==> config.mk <==
export PLATFORM = sky130hd
export DESIGN_NAME = riscv_muldiv
export DESIGN_NICKNAME = d
export VERILOG_FILES = /design/src/rtl/riscv_muldiv_pkg.sv /design/src/rtl/riscv_muldiv_signfix.sv /design/src/rtl/riscv_muldiv.sv
export SDC_FILE = /design/constraint.sdc
export NUM_CORES = 1
export LEC_CHECK = 0
export CELL_PAD_IN_SITES_DETAIL_PLACEMENT = 1
export CELL_PAD_IN_SITES_GLOBAL_PLACEMENT = 1
export CORE_ASPECT_RATIO = 0.6
export CORE_MARGIN = 1.5
export CORE_UTILIZATION = 45
export DETAILED_ROUTE_END_ITERATION = 8
export HOLD_SLACK_MARGIN = 0.12
export PLACE_DENSITY_LB_ADDON = 0.1
export SYNTH_ARGS = -nofsm -noshare
export SYNTH_HDL_FRONTEND = slang
export SYNTH_SLANG_ARGS = --single-unit
export TNS_END_PERCENT = 10
==> constraint.sdc <==
create_clock -name clk -period 6.7 [get_ports clk]
set_clock_uncertainty 0.2 [all_clocks]
set_input_delay 1.34 -clock clk [delete_from_list [all_inputs] [get_ports clk]]
set_output_delay 1.34 -clock clk [all_outputs]
set_load 0.02 [all_outputs]
==> src/rtl/riscv_muldiv_pkg.sv <==
// Shared constants for the iterative RV32M multiply/divide unit:
// funct3 opcodes, FSM state encoding and the datapath width.
package riscv_muldiv_pkg;

  localparam int XLEN = 32;

  localparam logic [2:0] F3_MUL    = 3'b000;
  localparam logic [2:0] F3_MULH   = 3'b001;
  localparam logic [2:0] F3_MULHSU = 3'b010;
  localparam logic [2:0] F3_MULHU  = 3'b011;
  localparam logic [2:0] F3_DIV    = 3'b100;
  localparam logic [2:0] F3_DIVU   = 3'b101;
  localparam logic [2:0] F3_REM    = 3'b110;
  localparam logic [2:0] F3_REMU   = 3'b111;

  localparam logic [1:0] S_IDLE = 2'd0;
  localparam logic [1:0] S_CALC = 2'd1;
  localparam logic [1:0] S_DONE = 2'd2;

endpackage

==> src/rtl/riscv_muldiv_signfix.sv <==
// Sign handling around the magnitude datapath: operand absolute values at
// capture time, and conditional negation of product/quotient/remainder at load.
module riscv_muldiv_signfix #(
  parameter int XLEN = 32
) (
  input  logic [2:0]        funct3,
  input  logic [XLEN-1:0]   a,
  input  logic [XLEN-1:0]   b,
  input  logic              neg_a_i,
  input  logic              neg_b_i,
  input  logic [2*XLEN-1:0] product_i,
  input  logic [XLEN-1:0]   quot_i,
  input  logic [XLEN-1:0]   rem_i,
  output logic              sign_a,
  output logic              sign_b,
  output logic [XLEN-1:0]   abs_a,
  output logic [XLEN-1:0]   abs_b,
  output logic [2*XLEN-1:0] product_o,
  output logic [XLEN-1:0]   quot_o,
  output logic [XLEN-1:0]   rem_o
);
  import riscv_muldiv_pkg::*;

  logic a_signed;
  logic b_signed;

  // MULHSU is the only op where the two operands differ in signedness.
  assign a_signed = !(funct3 == F3_MULHU || funct3 == F3_DIVU || funct3 == F3_REMU);
  assign b_signed = (funct3 == F3_MUL) || (funct3 == F3_MULH) ||
                    (funct3 == F3_DIV) || (funct3 == F3_REM);

  assign sign_a = a_signed & a[XLEN-1];
  assign sign_b = b_signed & b[XLEN-1];
  assign abs_a  = sign_a ? -a : a;
  assign abs_b  = sign_b ? -b : b;

  // Remainder follows the dividend's sign so division truncates toward zero.
  assign product_o = (neg_a_i ^ neg_b_i) ? -product_i : product_i;
  assign quot_o    = (neg_a_i ^ neg_b_i) ? -quot_i : quot_i;
  assign rem_o     = neg_a_i ? -rem_i : rem_i;

endmodule

==> src/rtl/riscv_muldiv.sv <==
// Iterative RV32M multiply/divide unit: fixed 32-cycle shift-add multiply or
// restoring divide on magnitudes, with sign fix-up and special cases at load.
module riscv_muldiv #(
  parameter int XLEN  = 32,
  parameter int CNT_W = 5
) (
  input  logic            clk,
  input  logic            reset,
  input  logic            start,
  input  logic [2:0]      funct3,
  input  logic [XLEN-1:0] a,
  input  logic [XLEN-1:0] b,
  output logic            busy,
  output logic            done,
  output logic [XLEN-1:0] result
);
  import riscv_muldiv_pkg::*;

  localparam logic [XLEN-1:0] INT_MIN  = {1'b1, {(XLEN-1){1'b0}}};
  localparam logic [XLEN-1:0] ALL_ONES = {XLEN{1'b1}};

  logic [1:0]      state_q, state_d;
  logic [CNT_W-1:0] cnt_q, cnt_d;
  logic [2:0]      f3_q, f3_d;
  logic            neg_a_q, neg_a_d, neg_b_q, neg_b_d;
  logic            dz_q, dz_d, ovf_q, ovf_d;
  logic [XLEN-1:0] hi_q, hi_d, lo_q, lo_d, opnd_q, opnd_d;
  logic [XLEN-1:0] result_q, result_d;

  logic            sign_a, sign_b;
  logic [XLEN-1:0] abs_a, abs_b;
  logic [2*XLEN-1:0] prod_fix;
  logic [XLEN-1:0] quot_fix, rem_fix;

  logic [XLEN:0]   mul_sum;
  logic [XLEN:0]   div_shift;
  logic [XLEN-1:0] div_diff;
  logic            div_ok;
  logic [XLEN-1:0] step_hi, step_lo;
  logic [XLEN-1:0] load_val;

  riscv_muldiv_signfix #(.XLEN(XLEN)) u_signfix (
    .funct3    (funct3),
    .a         (a),
    .b         (b),
    .neg_a_i   (neg_a_q),
    .neg_b_i   (neg_b_q),
    .product_i ({step_hi, step_lo}),
    .quot_i    (step_lo),
    .rem_i     (step_hi),
    .sign_a    (sign_a),
    .sign_b    (sign_b),
    .abs_a     (abs_a),
    .abs_b     (abs_b),
    .product_o (prod_fix),
    .quot_o    (quot_fix),
    .rem_o     (rem_fix)
  );

  // hi/lo double as {accumulator, multiplier} or {remainder, dividend->quotient}.
  always_comb begin
    mul_sum   = {1'b0, hi_q} + {1'b0, (lo_q[0] ? opnd_q : {XLEN{1'b0}})};
    div_shift = {hi_q, lo_q[XLEN-1]};
    div_ok    = (div_shift >= {1'b0, opnd_q});
    div_diff  = div_shift[XLEN-1:0] - opnd_q;
    if (f3_q[2]) begin
      step_hi = div_ok ? div_diff : div_shift[XLEN-1:0];
      step_lo = {lo_q[XLEN-2:0], div_ok};
    end else begin
      step_hi = mul_sum[XLEN:1];
      step_lo = {mul_sum[0], lo_q[XLEN-1:1]};
    end

    // A zero divisor naturally leaves |a| in the remainder, so REM/REMU need no override.
    case (f3_q)
      F3_MUL:                      load_val = prod_fix[XLEN-1:0];
      F3_MULH, F3_MULHSU, F3_MULHU: load_val = prod_fix[2*XLEN-1:XLEN];
      F3_DIV, F3_DIVU:             load_val = dz_q ? ALL_ONES : (ovf_q ? INT_MIN : quot_fix);
      default:                     load_val = ovf_q ? {XLEN{1'b0}} : rem_fix;
    endcase
  end

  always_comb begin
    state_d  = state_q;
    cnt_d    = cnt_q;
    f3_d     = f3_q;
    neg_a_d  = neg_a_q;
    neg_b_d  = neg_b_q;
    dz_d     = dz_q;
    ovf_d    = ovf_q;
    hi_d     = hi_q;
    lo_d     = lo_q;
    opnd_d   = opnd_q;
    result_d = result_q;
    case (state_q)
      S_IDLE: begin
        if (start) begin
          state_d = S_CALC;
          cnt_d   = '0;
          f3_d    = funct3;
          neg_a_d = sign_a;
          neg_b_d = sign_b;
          dz_d    = (b == '0);
          ovf_d   = ((funct3 == F3_DIV) || (funct3 == F3_REM)) &&
                    (a == INT_MIN) && (b == ALL_ONES);
          hi_d    = '0;
          lo_d    = funct3[2] ? abs_a : abs_b;
          opnd_d  = funct3[2] ? abs_b : abs_a;
        end
      end
      S_CALC: begin
        hi_d = step_hi;
        lo_d = step_lo;
        if (cnt_q == CNT_W'(XLEN-1)) begin
          state_d  = S_DONE;
          cnt_d    = '0;
          result_d = load_val;
        end else begin
          cnt_d = cnt_q + 1'b1;
        end
      end
      default: state_d = S_IDLE;
    endcase
  end

  always_ff @(posedge clk or posedge reset) begin
    if (reset) begin
      state_q  <= S_IDLE;
      cnt_q    <= '0;
      f3_q     <= '0;
      neg_a_q  <= 1'b0;
      neg_b_q  <= 1'b0;
      dz_q     <= 1'b0;
      ovf_q    <= 1'b0;
      hi_q     <= '0;
      lo_q     <= '0;
      opnd_q   <= '0;
      result_q <= '0;
    end else begin
      state_q  <= state_d;
      cnt_q    <= cnt_d;
      f3_q     <= f3_d;
      neg_a_q  <= neg_a_d;
      neg_b_q  <= neg_b_d;
      dz_q     <= dz_d;
      ovf_q    <= ovf_d;
      hi_q     <= hi_d;
      lo_q     <= lo_d;
      opnd_q   <= opnd_d;
      result_q <= result_d;
    end
  end

  assign busy   = (state_q != S_IDLE);
  assign done   = (state_q == S_DONE);
  assign result = result_q;

endmodule
==> results of run 1 <==
[cell usage in the layout (no fill, tap or decap), drive strengths merged, types with 16 or more instances in the layout]
cell type and n:
nor2 194, ha 70, dfrtp 142, nand3 67, xnor2 120, o221ai 34
clkbuf 17, o21ai 171, and2 45, a221oi 20, o21a 16, mux2i 38
o211ai 46, a21o 28, nor3 55, nand4 34, o31ai 25, nand2 225
nor4 18, clkdlybuf4s50 102, inv 74, a31oi 42, xor2 61, buf 51
a211oi 19, a21oi 180
[registers in the layout, summed over array words and instances, names as in the netlist]
register and flops:
ovf_q 1, dz_q 1, state_q 2, result 32, opnd_q 32, neg_a_q 1, lo_q 32, cnt_q 5
f3_q 3, hi_q 32, neg_b_q 1
[metal layers]
metal | part of all wire | up-vias | GRT usage | wire (µm)
li1 | - | 7672 | - | -
met4 | 0.026 | 4 | 0.118 | 1840
met3 | 0.10 | 95 | 0.0983 | 7190
met2 | 0.40 | 790 | 0.551 | 27800
met1 | 0.47 | 8612 | 0.607 | 32600
met5 | 0.00046 | - | 0 | 32
[through the flow]
stage / util / setup slack [ps] / std cells
finish: 0.517 / 704 / 2577
CTS: 0.517 / 873 / 2577
global route: 0.517 / 389 / 2577
global placement: 0.499 / 1070 / 2545
floorplan: - / 1350 / 2068
detailed placement: 0.499 / 899 / 2545
[worst paths after layout]
kind,start,to,slack [ps],cells after the start
max,lo_q[0],result[31],700,17
min,result[23],result[23],290,1
max reg2reg,lo_q[0],result[31],700,17
max in group asynchronous,reset,result[9],3960,3
min reg2reg,result[23],result[23],290,1
min in group asynchronous,reset,opnd_q[7],1060,2
[logic make-up (layout without fill, tap and decap cells)]
family	after synthesis	after routing	share of synthesized area
xor+xnor	181	181	0.103
buf+inv	203	253	0.0519
mux	43	43	0.0285
flops	142	142	0.232
simple gates	737	737	0.232
compound gates	690	690	0.293
fa+ha+maj	72	72	0.0598
[cells in the mapped netlist (all sizes together), types with 34 or more instances]
| master | n |
|---|---|
| nand2 | 225 |
| nor2 | 194 |
| a21oi | 180 |
| o21ai | 171 |
| dfrtp | 142 |
| xnor2 | 120 |
| clkbuf | 107 |
| ha | 70 |
| nand3 | 67 |
| inv | 66 |
| xor2 | 61 |
| nor3 | 55 |
| o211ai | 46 |
| and2 | 45 |
| a31oi | 42 |
| mux2i | 38 |
| nand4 | 34 |
| o221ai | 34 |
[area by class of cell]
| class | instances | area, µm² | area share |
|---|---|---|---|
| multi-input cells | 1723 | 11000 | 0.632 |
| flip-flops and latches | 142 | 3560 | 0.205 |
| repair buffers | 153 | 1400 | 0.0808 |
| well taps | 459 | 574 | 0.0330 |
| clock buffers | 17 | 425 | 0.0245 |
| inverters | 68 | 260 | 0.0150 |
| clock inverters | 15 | 170 | 0.00979 |
[critical path, delay by kind of cell (launching register included)]
family	cells	cell delay [ps]
xor gates and xnor gates	1	110
and+or+nand+nor	5	1400
adders and majority gates	2	640
AOI/OAI and AO/OA	8	2680
DFF	1	590
buffers and inverters	1	200
==> results by group, run 1 <==
Layout
  – Fin area: ~0.017 mm²
  – Layout cells sized above 1: 0.0680
  – Area grow syn2layout: 13.5%
  – Layout fillers: 4241
  – Layout Nets: approximately 2200
  – Diode count: 0

Timing
  – Final setup vio count: 0
  – RSZ-0062 raised after global routing: false
  – Measured slew at the worst slew-check pin: ~1200 ps
  – Final Max Tran Viols: 0
  – Final clock period utilization by the worst path: 0.895
  – Max frequency: between 150 and 200 MHz
  – Hold Slack: approximately 290 ps
  – Slew HR: 0.208
  – Final Hold Viols: 0
  – Post-layout min period: between 5000 and 6000 ps
  – Total negative slack: 0 ps

Routing
  – DRT Pass-1 Iters: 5
  – Via count: 17200
  – Routed Antenna Nets: 0
  – Drt wl/cell: ~27 µm
  – Initial DRC count: ~1700
  – Residual DRC count: 0
  – Via/cell ratio: 6.66
  – Drt total wl: 69500 µm

Logic synthesis
  – Syn Nets: 2210
  – Area share of the leading cell type in the synthesized netlist: 0.232
  – Flops & latches, synth: between 100 and 150
  – Primary FF master, synth: dfrtp_1
  – EDFF count, synth: 0
  – Yosys cell types: 96
  – Yosys warning total: 0
  – Mapped Cells: around 2100
  – Syn Area/Cell: 7.41 µm²
  – Cell area after synthesis: roughly 0.015 mm²
  – Cell accounting for the most synthesized area: dfrtp_1
  – Ys async rst share: 1.00
  – Top cells by area, synth: dfrtp_1, xnor2_1, a21oi_1, ha_1, o21ai_0
  – Register area share after synthesis: 0.232

Clocking
  – Cts repair resizes: 0
  – # hold bufs at CTS: 0
  – CTS tree: done
  – H-tree levels: 4
  – Num CTS Buffers: 17
  – Clock transition at path regs: 80 ps
  – CTS Root Cell: clkbuf_16
  – Clock buffer depth: 2
  – Sink Count: about 140
  – Clock Latency Late Sink: 470 ps
  – Post-CTS setup buffer count: 0

Worst setup path
  – Critical Path Start Type: register
  – Critical Path Fanout Max: 17
  – CP Cell Sequence: and2_1 > ha_1 > fa_1 > a21o_1 > a221oi_1 > o311ai_1 > a211oi_1 > buf_4 > o31ai_1 > o31ai_1 > xnor2_1 > o2bb2ai_1 > nand4b_1 > nand4b_1 > or4_1 > nand4_1 > a41oi_1
  – CP Capture Type: register
  – Slowest stage delay, CP: about 740 ps
  – Critical path class: reg -> reg
  – CP Data Required Time: ~6800 ps
  – CP Data Arrival Time: roughly 6100 ps
  – Slowest cell on crit path: a221oi_1

Floorplanning
  – # IOs: between 100 and 150
  – Row Count: 52
  – Vert. Die Dim: 146 µm
  – Die ar.: between 0.03 and 0.04 mm²
  – Width of the die: around 240 µm
  – Core area: between 0.03 and 0.04 mm²
  – Initial Utilization: 0.455

Run status
  – Status: finished, final reports clean

Placed design
  – DPL Wire Length: approximately 54000 µm
  – I/O Buffers: approximately 100
  – Placed instance area: 0.0168 mm²
  – Placer Congestion: between 0.9 and 1

GRT
  – GRT Total Usage: 0.400
  – First-pass GRT wire length: between 100000 and 150000 µm
  – Antenna violations before repair: 3
  – Grt ovf: 0
  – Number of global-route vias before repair: 16900
  – Largest net degree at the start of global routing: 120

Flow run
  – Maxcap violations: 0

Worst hold path
  – Hold Path Class: reg -> reg
Power of run 1 is left out: the tool's default activity adds up to more than one toggle a clock period on the data nets, which glitch-free logic cannot reach.
==> run 2: changes to the inputs <==
--- a/config.mk
+++ b/config.mk
@@ -12,7 +12,7 @@
 export CORE_UTILIZATION = 45
 export DETAILED_ROUTE_END_ITERATION = 8
 export HOLD_SLACK_MARGIN = 0.12
-export PLACE_DENSITY_LB_ADDON = 0.1
+export PLACE_DENSITY = 0.87
 export SYNTH_ARGS = -nofsm -noshare
 export SYNTH_HDL_FRONTEND = slang
 export SYNTH_SLANG_ARGS = --single-unit
==> run 2 against run 1 <==
Against the previous run: sequential share of layout area hardly changed; utilization is 0.071 points higher; flip-flop and latch count stayed put; routed wire length is 3.1% lower; global-route usage is 1.8 points lower; highest routed layer unchanged.
==> results by group, run 2 (synthesized netlist as in run 1, its figures left out) <==
Run status
  – Status: finished, final reports clean

Worst hold path
  – Hold depth: 2 (+1)
  – Hold endpoint: result[13]
  – Hold Path Origin: result[13]
  – Hold Path Class: reg -> reg

Worst setup path
  – R2r setup slk: 570 ps (-130 ps)
  – CP Data Required Time: 6780 ps (about the same)
  – CP Capture Type: register
  – Critical Path Start Type: register
  – FF-to-FF Start: lo_q[0]
  – Critical path class: reg -> reg
  – Critical Path Fanout Max: 22 (+5)
  – R2r endpoint: result[31]
  – CP Data Arrival Time: 6210 ps (+120 ps)
  – Reg2Reg Depth: 17 (unchanged)

GRT
  – GRT Total Usage: 0.383 (-0.0178)
  – Grt ovf: 0 (unchanged)
  – Largest net degree at the start of global routing: 118 (-1.7%)
  – Antenna violations before repair: 2 (-1)
  – Number of global-route vias before repair: 16600 (-2.2%)
  – First-pass GRT wire length: 102000 µm (-4.2%)

Floorplanning
  – Width of the die: 241 µm (unchanged)
  – Core area: 0.0336 mm² (unchanged)
  – # IOs: 104 (unchanged)
  – Vert. Die Dim: 146 µm (unchanged)
  – Row Count: 52 (unchanged)
  – Initial Utilization: 0.455 (unchanged)
  – Die ar.: 0.0352 mm² (unchanged)

Routing
  – Residual DRC count: 0 (unchanged)
  – Drt total wl: 67400 µm (-3.1%)
  – M1 wire length: 29900 µm (-8.3%)
  – Drt wl/cell: 26.2 µm (-3.0%)
  – Met2 wire length: 27000 µm (-2.8%)
  – DRT Pass-1 Iters: 5 (unchanged)
  – Via/cell ratio: 6.68 (+0.21%)
  – Via count: 17200 (+0.13%)
  – Routed Antenna Nets: 0 (unchanged)
  – Met3 Wirelength: 8630 µm (+20%)
  – Initial DRC count: 1997 (+15%)
  – Highest metal layer with signal wires: met5

Timing
  – Max frequency: 163 MHz (-2.2%)
  – Final setup vio count: 0 (unchanged)
  – Final clock period utilization by the worst path: 0.915 (+0.0199)
  – Slew HR: 0.195 (-0.0132)
  – Measured slew at the worst slew-check pin: 1200 ps (+38.9 ps)
  – RSZ-0062 raised after global routing: false
  – Post-layout min period: 6130 ps (+133 ps)
  – Total negative slack: 0 ps (unchanged)
  – Hold Slack: 301 ps (+6.67 ps)
  – Final Max Tran Viols: 0 (unchanged)
  – Final Hold Viols: 0 (unchanged)

Placed design
  – I/O Buffers: 103 (unchanged)
  – DPL Wire Length: 52400 µm (-3.2%)
  – Cell Count Post-Placement: 2543 (-0.079%)
  – Placer Congestion: 1.00 (+4.0%)
  – Placed instance area: 0.0168 mm² (about the same)

Layout
  – Layout cells sized above 1: 0.0671 (-0.000881)
  – Fin area: 0.0174 mm² (+0.14%)
  – Most common cell after layout, fill and taps aside: nand2_1
  – Post-Layout Cell Count: 2575 (-0.078%)
  – Most frequent cells in the layout: nand2_1, nor2_1, a21oi_1
  – Diode count: 0 (unchanged)
  – Area grow syn2layout: 13.6%
  – Layout Nets: 2245 (-0.089%)

Clocking
  – Post-CTS setup buffer count: 0 (unchanged)
  – Clock buffer depth: 2 (unchanged)
  – Clock transition at path regs: 70 ps (about the same)
  – Num CTS Buffers: 17 (unchanged)
  – Cts repair resizes: 0 (unchanged)
  – CTS Root Cell: clkbuf_16
  – Clock Latency Late Sink: 470 ps (about the same)
  – H-tree levels: 4 (unchanged)
  – Sink Count: 142 (unchanged)
  – # hold bufs at CTS: 0 (unchanged)
  – CTS tree: done

Flow run
  – Maxcap violations: 0 (unchanged)
[run 2: cell types whose count changed in the layout (fill, tap and decap cells not counted), sizes merged]
cell,delta
clkinv,+4
buf,-2
clkinvlp,-2
inv,-2
[run 2: area by class of cell]
cell class / count / area, µm²
fill: 4272 / 16200
multi-input combinational: 1723 / 11000
sequential: 142 / 3560
timing repair buffer: 151 / 1400
tap: 459 / 574
clock buffer: 17 / 425
inverter: 68 / 260
clock inverter: 15 / 196
[run 2: worst max path at each step]
stage	startpoint	end	slack, ps	cells past startpoint
after global routing	lo_q[0]	result[31]	350	17
after CTS	lo_q[0]	result[31]	720	17
after global placement	lo_q[0]	result[31]	960	17
after floorplan	reset	cnt_q[0]	1350	1
after detailed placement	lo_q[0]	result[31]	800	17
final	lo_q[0]	result[31]	570	17
[run 2: routing by layer]
metal | up-vias | global-route usage
li1 | 7645 | -
met1 | 8586 | 0.549
met2 | 871 | 0.530
met3 | 92 | 0.141
met4 | 2 | 0.109
met5 | - | 0
[run 2: worst max-delay path: stages, from the launching register on]
cell and delay, ps:
dfrtp_1 650, and2_1 300, ha_1 220, fa_1 400, a21o_1 250, a221oi_1 790
o311ai_1 360, a211oi_1 280, buf_4 180, o31ai_1 110, o31ai_1 290, xnor2_1 110
o2bb2ai_1 480, nand4b_1 360, nand4b_1 310, or4_1 430, nand4_1 110, a41oi_1 120
[run 2: per-stage QoR]
| step | setup slack, ps | util |
|---|---|---|
| 5_1_grt | 351 | 0.517 |
| 3_3_place_gp | 958 | 0.499 |
| 2_1_floorplan | 1350 | - |
| 4_1_cts | 720 | 0.517 |
| 3_5_place_dp | 798 | 0.499 |
| 6_report | 571 | 0.517 |
Power of run 2 is left out for the same reason.
